==> config.mk <==
export PLATFORM = sky130hd
export DESIGN_NAME = sm2c_rr_sched
export DESIGN_NICKNAME = d
export VERILOG_FILES = /design/src/rtl/sm2c_rr_sched.sv
export SDC_FILE = /design/constraint.sdc
export NUM_CORES = 1
export LEC_CHECK = 0
export BUFFER_PORTS_ARGS = -buffer_cell sky130_fd_sc_hd__buf_2
export CAP_MARGIN = 30
export CORE_MARGIN = 4
export CORE_UTILIZATION = 35
export DETAILED_ROUTE_END_ITERATION = 6
export PLACE_DENSITY = 0.57
export SLEW_MARGIN = 5
export SYNTH_ARGS = -nofsm -noshare
export SYNTH_HDL_FRONTEND = slang
export SYNTH_SLANG_ARGS = --single-unit
==> constraint.sdc <==
create_clock -name i_clk -period 8.3 [get_ports i_clk]
set_input_delay 0.83 -clock i_clk [delete_from_list [all_inputs] [get_ports i_clk]]
set_output_delay 0.83 -clock i_clk [all_outputs]
set_load 0.02 [all_outputs]
==> src/rtl/sm2c_rr_sched.sv <==
// sm2c_rr_sched: round-robin scheduler sharing one sign-magnitude to
// two's-complement converter among N_REQ sources, with burst lock and a
// single registered output stage tagged with the source index.
// Optional macro SM2C_SCHED_NZ_CNT_EN enables the negative-zero counter o_nz_cnt;
// when undefined o_nz_cnt is tied to zero.
module sm2c_rr_sched #(
   parameter int unsigned DATA_W = 8,
   parameter int unsigned N_REQ  = 4,
   parameter int unsigned ID_W   = $clog2(N_REQ)
) (
   input  logic                      i_clk,
   input  logic                      i_rst,
   input  logic [N_REQ-1:0]          i_req_valid,
   input  logic [N_REQ-1:0]          i_req_last,
   input  logic [N_REQ*DATA_W-1:0]   i_req_data,
   output logic [N_REQ-1:0]          o_req_ready,
   output logic                      o_valid,
   input  logic                      i_ready,
   output logic [DATA_W-1:0]         o_data,
   output logic [ID_W-1:0]           o_id,
   output logic                      o_last,
   output logic [15:0]               o_nz_cnt
);

   typedef enum logic {ST_ARB, ST_BURST} state_t;

   state_t            state;
   logic [ID_W-1:0]   ptr;
   logic [ID_W-1:0]   lock_id;
   logic              load;
   logic              accept;
   logic [N_REQ-1:0]  grant;
   logic [ID_W-1:0]   grant_id;
   logic [ID_W-1:0]   next_ptr;
   logic [DATA_W-1:0] sel_data;
   logic [DATA_W-1:0] conv_data;
   logic              sel_last;

   // No grants while the output register is stalled or reset is asserted.
   assign load = (~o_valid | i_ready) & ~i_rst;

   // Grant selection: locked requester in BURST, rotating priority from ptr in ARB.
   always_comb begin
      int unsigned cand;
      logic [ID_W-1:0] cand_id;
      grant    = '0;
      grant_id = '0;
      cand     = 0;
      cand_id  = '0;
      if (load) begin
         if (state == ST_BURST) begin
            if (i_req_valid[lock_id]) begin
               grant[lock_id] = 1'b1;
               grant_id       = lock_id;
            end
         end else begin
            // Walk offsets from farthest to nearest so the nearest valid one wins last.
            for (int unsigned k = N_REQ; k > 0; k--) begin
               cand    = (32'(ptr) + k - 1) % N_REQ;
               cand_id = ID_W'(cand);
               if (i_req_valid[cand_id]) begin
                  grant          = '0;
                  grant[cand_id] = 1'b1;
                  grant_id       = cand_id;
               end
            end
         end
      end
   end

   assign o_req_ready = grant;
   assign accept      = |grant;
   assign sel_data    = i_req_data[32'(grant_id)*DATA_W +: DATA_W];
   assign sel_last    = i_req_last[grant_id];
   assign next_ptr    = (grant_id == ID_W'(N_REQ - 1)) ? '0 : grant_id + 1'b1;

   // Negative zero yields 0 - 0 = 0, so no special case is needed here.
   assign conv_data = sel_data[DATA_W-1] ? ('0 - {1'b0, sel_data[DATA_W-2:0]}) : sel_data;

   // Arbitration FSM and registered output stage.
   always_ff @(posedge i_clk or posedge i_rst) begin
      if (i_rst) begin
         state   <= ST_ARB;
         ptr     <= '0;
         lock_id <= '0;
         o_valid <= 1'b0;
         o_data  <= '0;
         o_id    <= '0;
         o_last  <= 1'b0;
      end else if (load) begin
         o_valid <= accept;
         if (accept) begin
            o_data <= conv_data;
            o_id   <= grant_id;
            o_last <= sel_last;
            if (sel_last) begin
               state <= ST_ARB;
               ptr   <= next_ptr;
            end else begin
               state   <= ST_BURST;
               lock_id <= grant_id;
            end
         end
      end
   end

`ifdef SM2C_SCHED_NZ_CNT_EN
   logic        sel_nz;
   logic [15:0] nz_cnt;

   assign sel_nz = sel_data[DATA_W-1] & ~|sel_data[DATA_W-2:0];

   // Saturating count of accepted negative-zero beats.
   always_ff @(posedge i_clk or posedge i_rst) begin
      if (i_rst) begin
         nz_cnt <= '0;
      end else if (accept && sel_nz && nz_cnt != '1) begin
         nz_cnt <= nz_cnt + 1'b1;
      end
   end

   assign o_nz_cnt = nz_cnt;
`else
   assign o_nz_cnt = '0;
`endif

endmodule
==> impl_metrics.yaml <==
status:
  status: "finished, final reports clean"
clock_network:
  postCtsSetupRepairBufs: 0
  cts.repair.resized: 0
  clock_latency_ps: 260
  cts_made_buffers: 3
  cts_tree: "built"
  numClockSinks: 17
  cts_hold_buffers: 0
  ctsRootBufferMaster: "clkbuf_8"
  clk_pin_slew_ps: 70
  clockBufferDepth: 2
  htreeDepth: 1
worst_setup_path:
  slowest_delay_ps: 740
  worst-r2r-cell-count: 13
  arrival_ps: 4420
  ff2ff_setup_slack_ps: 4030
  worstSetupPathType: "reg -> reg"
  cpMaxStageDelayCell: "dfrtp_1"
  reg2reg_from: "ptr[0]$_DFFE_PP0P_"
  cp_max_fo: 16
  rr_endpoint: "o_data[6]$_DFFE_PP0P_"
  cp-end-kind: "flip-flop"
  critPathLaunch: "ptr[0]$_DFFE_PP0P_"
  required_ps: 8450
  startpoint_type: "flip-flop"
  crit_chain: "inv_1 > ha_1 > o21bai_1 > o21ai_0 > a22o_1 > nor2_2 > mux2i_1 > mux2_2 > ha_1 > nand2_1 > o221ai_2 > xor2_1 > mux2_2"
hold_path:
  hold-path-cell-count: 2
  hp-start: "o_last$_DFFE_PP0P_"
  hold_class: "reg -> reg"
  hold_end: "o_last$_DFFE_PP0P_"
power_and_ir_drop:
  p_comb_frac: 0.679
  ir_drop_mv: 0.1686
  switching_share: 0.5065
  power_uw: 691.4
  intPower_uw: 341.2
  p_leak_nw: 1.099
  pwr-share-clk: 0.092
  power_frac_seq: 0.229
  power_switching_uw: 350.2
  power_density_nw_per_um2: 289.8
timing:
  worst_pin_slew_ps: 900.6
  whs_ps: 472.6
  timing.fmax_mhz: 234.3
  finalSetupTns_ps: 0
  finalSetupViolations: 0
  finalHoldViolations: 0
  finalCriticalPeriod_ps: 4268
  relSlewSlack: 0.3990
  rsz0062_at_grt: "no"
  finClkSkew_ps: 3.733
  slew_viol_final: 0
  post-route-period-util: 0.5143
floorplanning:
  initial_core_util: 0.3675
  die_h_um: 84.97
  fp.dieW_um: 84.97
  die_area_um2: 7219
  pin_count: 75
  coreArea_um2: 5642
  rows: 27
grt:
  grt_util_met2: 0.2669
  met1_usage: 0.2108
  grt_pass1_vias: 1994
  antenna_found_initial: 0
  overflow: 0
  grt.total_usage: 0.1581
  grt_busiest_layer: "met2"
  grt_util_met3: 0.02427
  grt_pass1_wl_mm: 9.494
  grt_max_degree: 24
cells_and_area:
  finalNonFillerCells: 367
  drive_gt1_frac: 0.3051
  nFillCells: 564
  multiInputGateArea_um2: 1489
  nNetsFinal: 348
  most-common-layout-cells: "buf_2 (58), nand2_1 (24), dfrtp_1 (17)"
  antenna_cells: 0
  final_common_cell: "buf_2"
  finalInstanceArea_um2: 2386
  ff_latch_area_um2: 425.4
  syn2layout_area_growth_pct: 15.09
drt:
  vias: 1960
  drc: 0
  firstDrtPassIters: 4
  post_drt_wl_per_cell_um: 15.63
  drt_iter0_markers: 87
  routed_via_density: 5.341
  wl_mm: 5.737
  ant_nets: 0
synthesis:
  ys_async_sr_fraction: 1.000
  synth_cell_types: 60
  syn_area_um2: 2073
  ys.flop_type: "dfrtp_1"
  yosys_warnings: 0
  post_synth_inst_count: 247
  synth-seq-cells: 17
  ys_seq_area_frac: 0.2052
  syn_area_per_cell_um2: 8.394
  synth_edf_count: 0
placement:
  numPlacedInstances: 363
  hpwlAfterDp_mm: 4.630
  io_buffers: 58
  gp_congestion: 0.9395
  place_area_um2: 2340
run:
  cap_violations: 0
[layer usage]
metal / wire length [um] / vias up
met1: 2619 / 909
met4: 89 / 0
li1: - / 965
met5: 0 / -
met3: 332 / 9
met2: 2696 / 77
[worst max-delay path, delay by kind of cell, from the launching register on]
family          cells  cell delay [ps]
flops               1              740
simple gates        2              820
compound gates      4              730
buf+inv             1              310
mux                 3              740
fa+ha+maj           2              660
xor+xnor            1              150
[state kept, by name, summed over array words and instances (netlist names)]
register  cells
o_id          2
ptr           2
o_valid       1
o_last        1
state         1
lock_id       2
o_data        8
[how the worst max path moves through the flow]
stage	end	slack, ps
2_1_floorplan	o_data[6]$_DFFE_PP0P_	4770
3_3_place_gp	o_data[6]$_DFFE_PP0P_	4280
3_5_place_dp	o_data[6]$_DFFE_PP0P_	4090
4_1_cts	o_data[6]$_DFFE_PP0P_	4080
5_1_grt	o_data[6]$_DFFE_PP0P_	3740
6_report	o_data[6]$_DFFE_PP0P_	4030
[cell families after synthesis]
logic type,Yosys count,synth area share
AOI/OAI and AO/OA,62,0.2209
xor gates and xnor gates,5,0.02112
adders and majority gates,9,0.05432
buffers and inverters,40,0.1092
DFF,17,0.2052
muxes,28,0.1726
other,1,0.001809
and+or+nand+nor,85,0.2149
[cell usage after synthesis (all sizes together) (3+ instances only)]
| master | count | area, um^2 |
|---|---|---|
| or2 | 6 | 37.54 |
| mux2i | 14 | 140.1 |
| nor2 | 10 | 40.04 |
| mux2 | 9 | 101.4 |
| inv | 10 | 37.54 |
| nor2b | 5 | 31.28 |
| mux4 | 5 | 116.4 |
| a21oi | 14 | 70.07 |
| dfrtp | 17 | 425.4 |
| ha | 9 | 112.6 |
| a211oi | 4 | 30.03 |
| o211a | 4 | 40.04 |
| nand2 | 25 | 96.35 |
| o21ai | 17 | 96.34 |
| nand3b | 3 | 22.52 |
| buf | 24 | 166.4 |
| nand3 | 11 | 55.05 |
| nor3 | 14 | 81.33 |
| xnor2 | 4 | 35.03 |
| clkbuf | 6 | 22.52 |
[metrics by stage]
step                worst slack [ps]    util
finish                          4032  0.4229
global route                    3738  0.4229
CTS                             4084  0.4229
detailed placement              4087  0.4147
global placement                4278  0.4147
floorplan                       4772       -
[area by class of cell]
cell class              instances  share of cell area
inverters                      10             0.01573
clock buffers                   3             0.01730
flip-flops and latches         17              0.1783
repair buffers                 59              0.1248
clock inverters                 1            0.002098
multi-input cells             205              0.6240
well taps                      72             0.03776
[power by group through the flow]
stage	Combinational (mW)	Sequential (mW)	Clock, mW
3_3_place_gp	0.468	0.159	0
4_1_cts	0.471	0.158	0.0661
6_report	0.469	0.158	0.0639
3_5_place_dp	0.469	0.159	0
5_1_grt	0.522	0.165	0.0679
2_1_floorplan	0.344	0.176	0
Note: power is estimated with default switching activity, not from simulation.
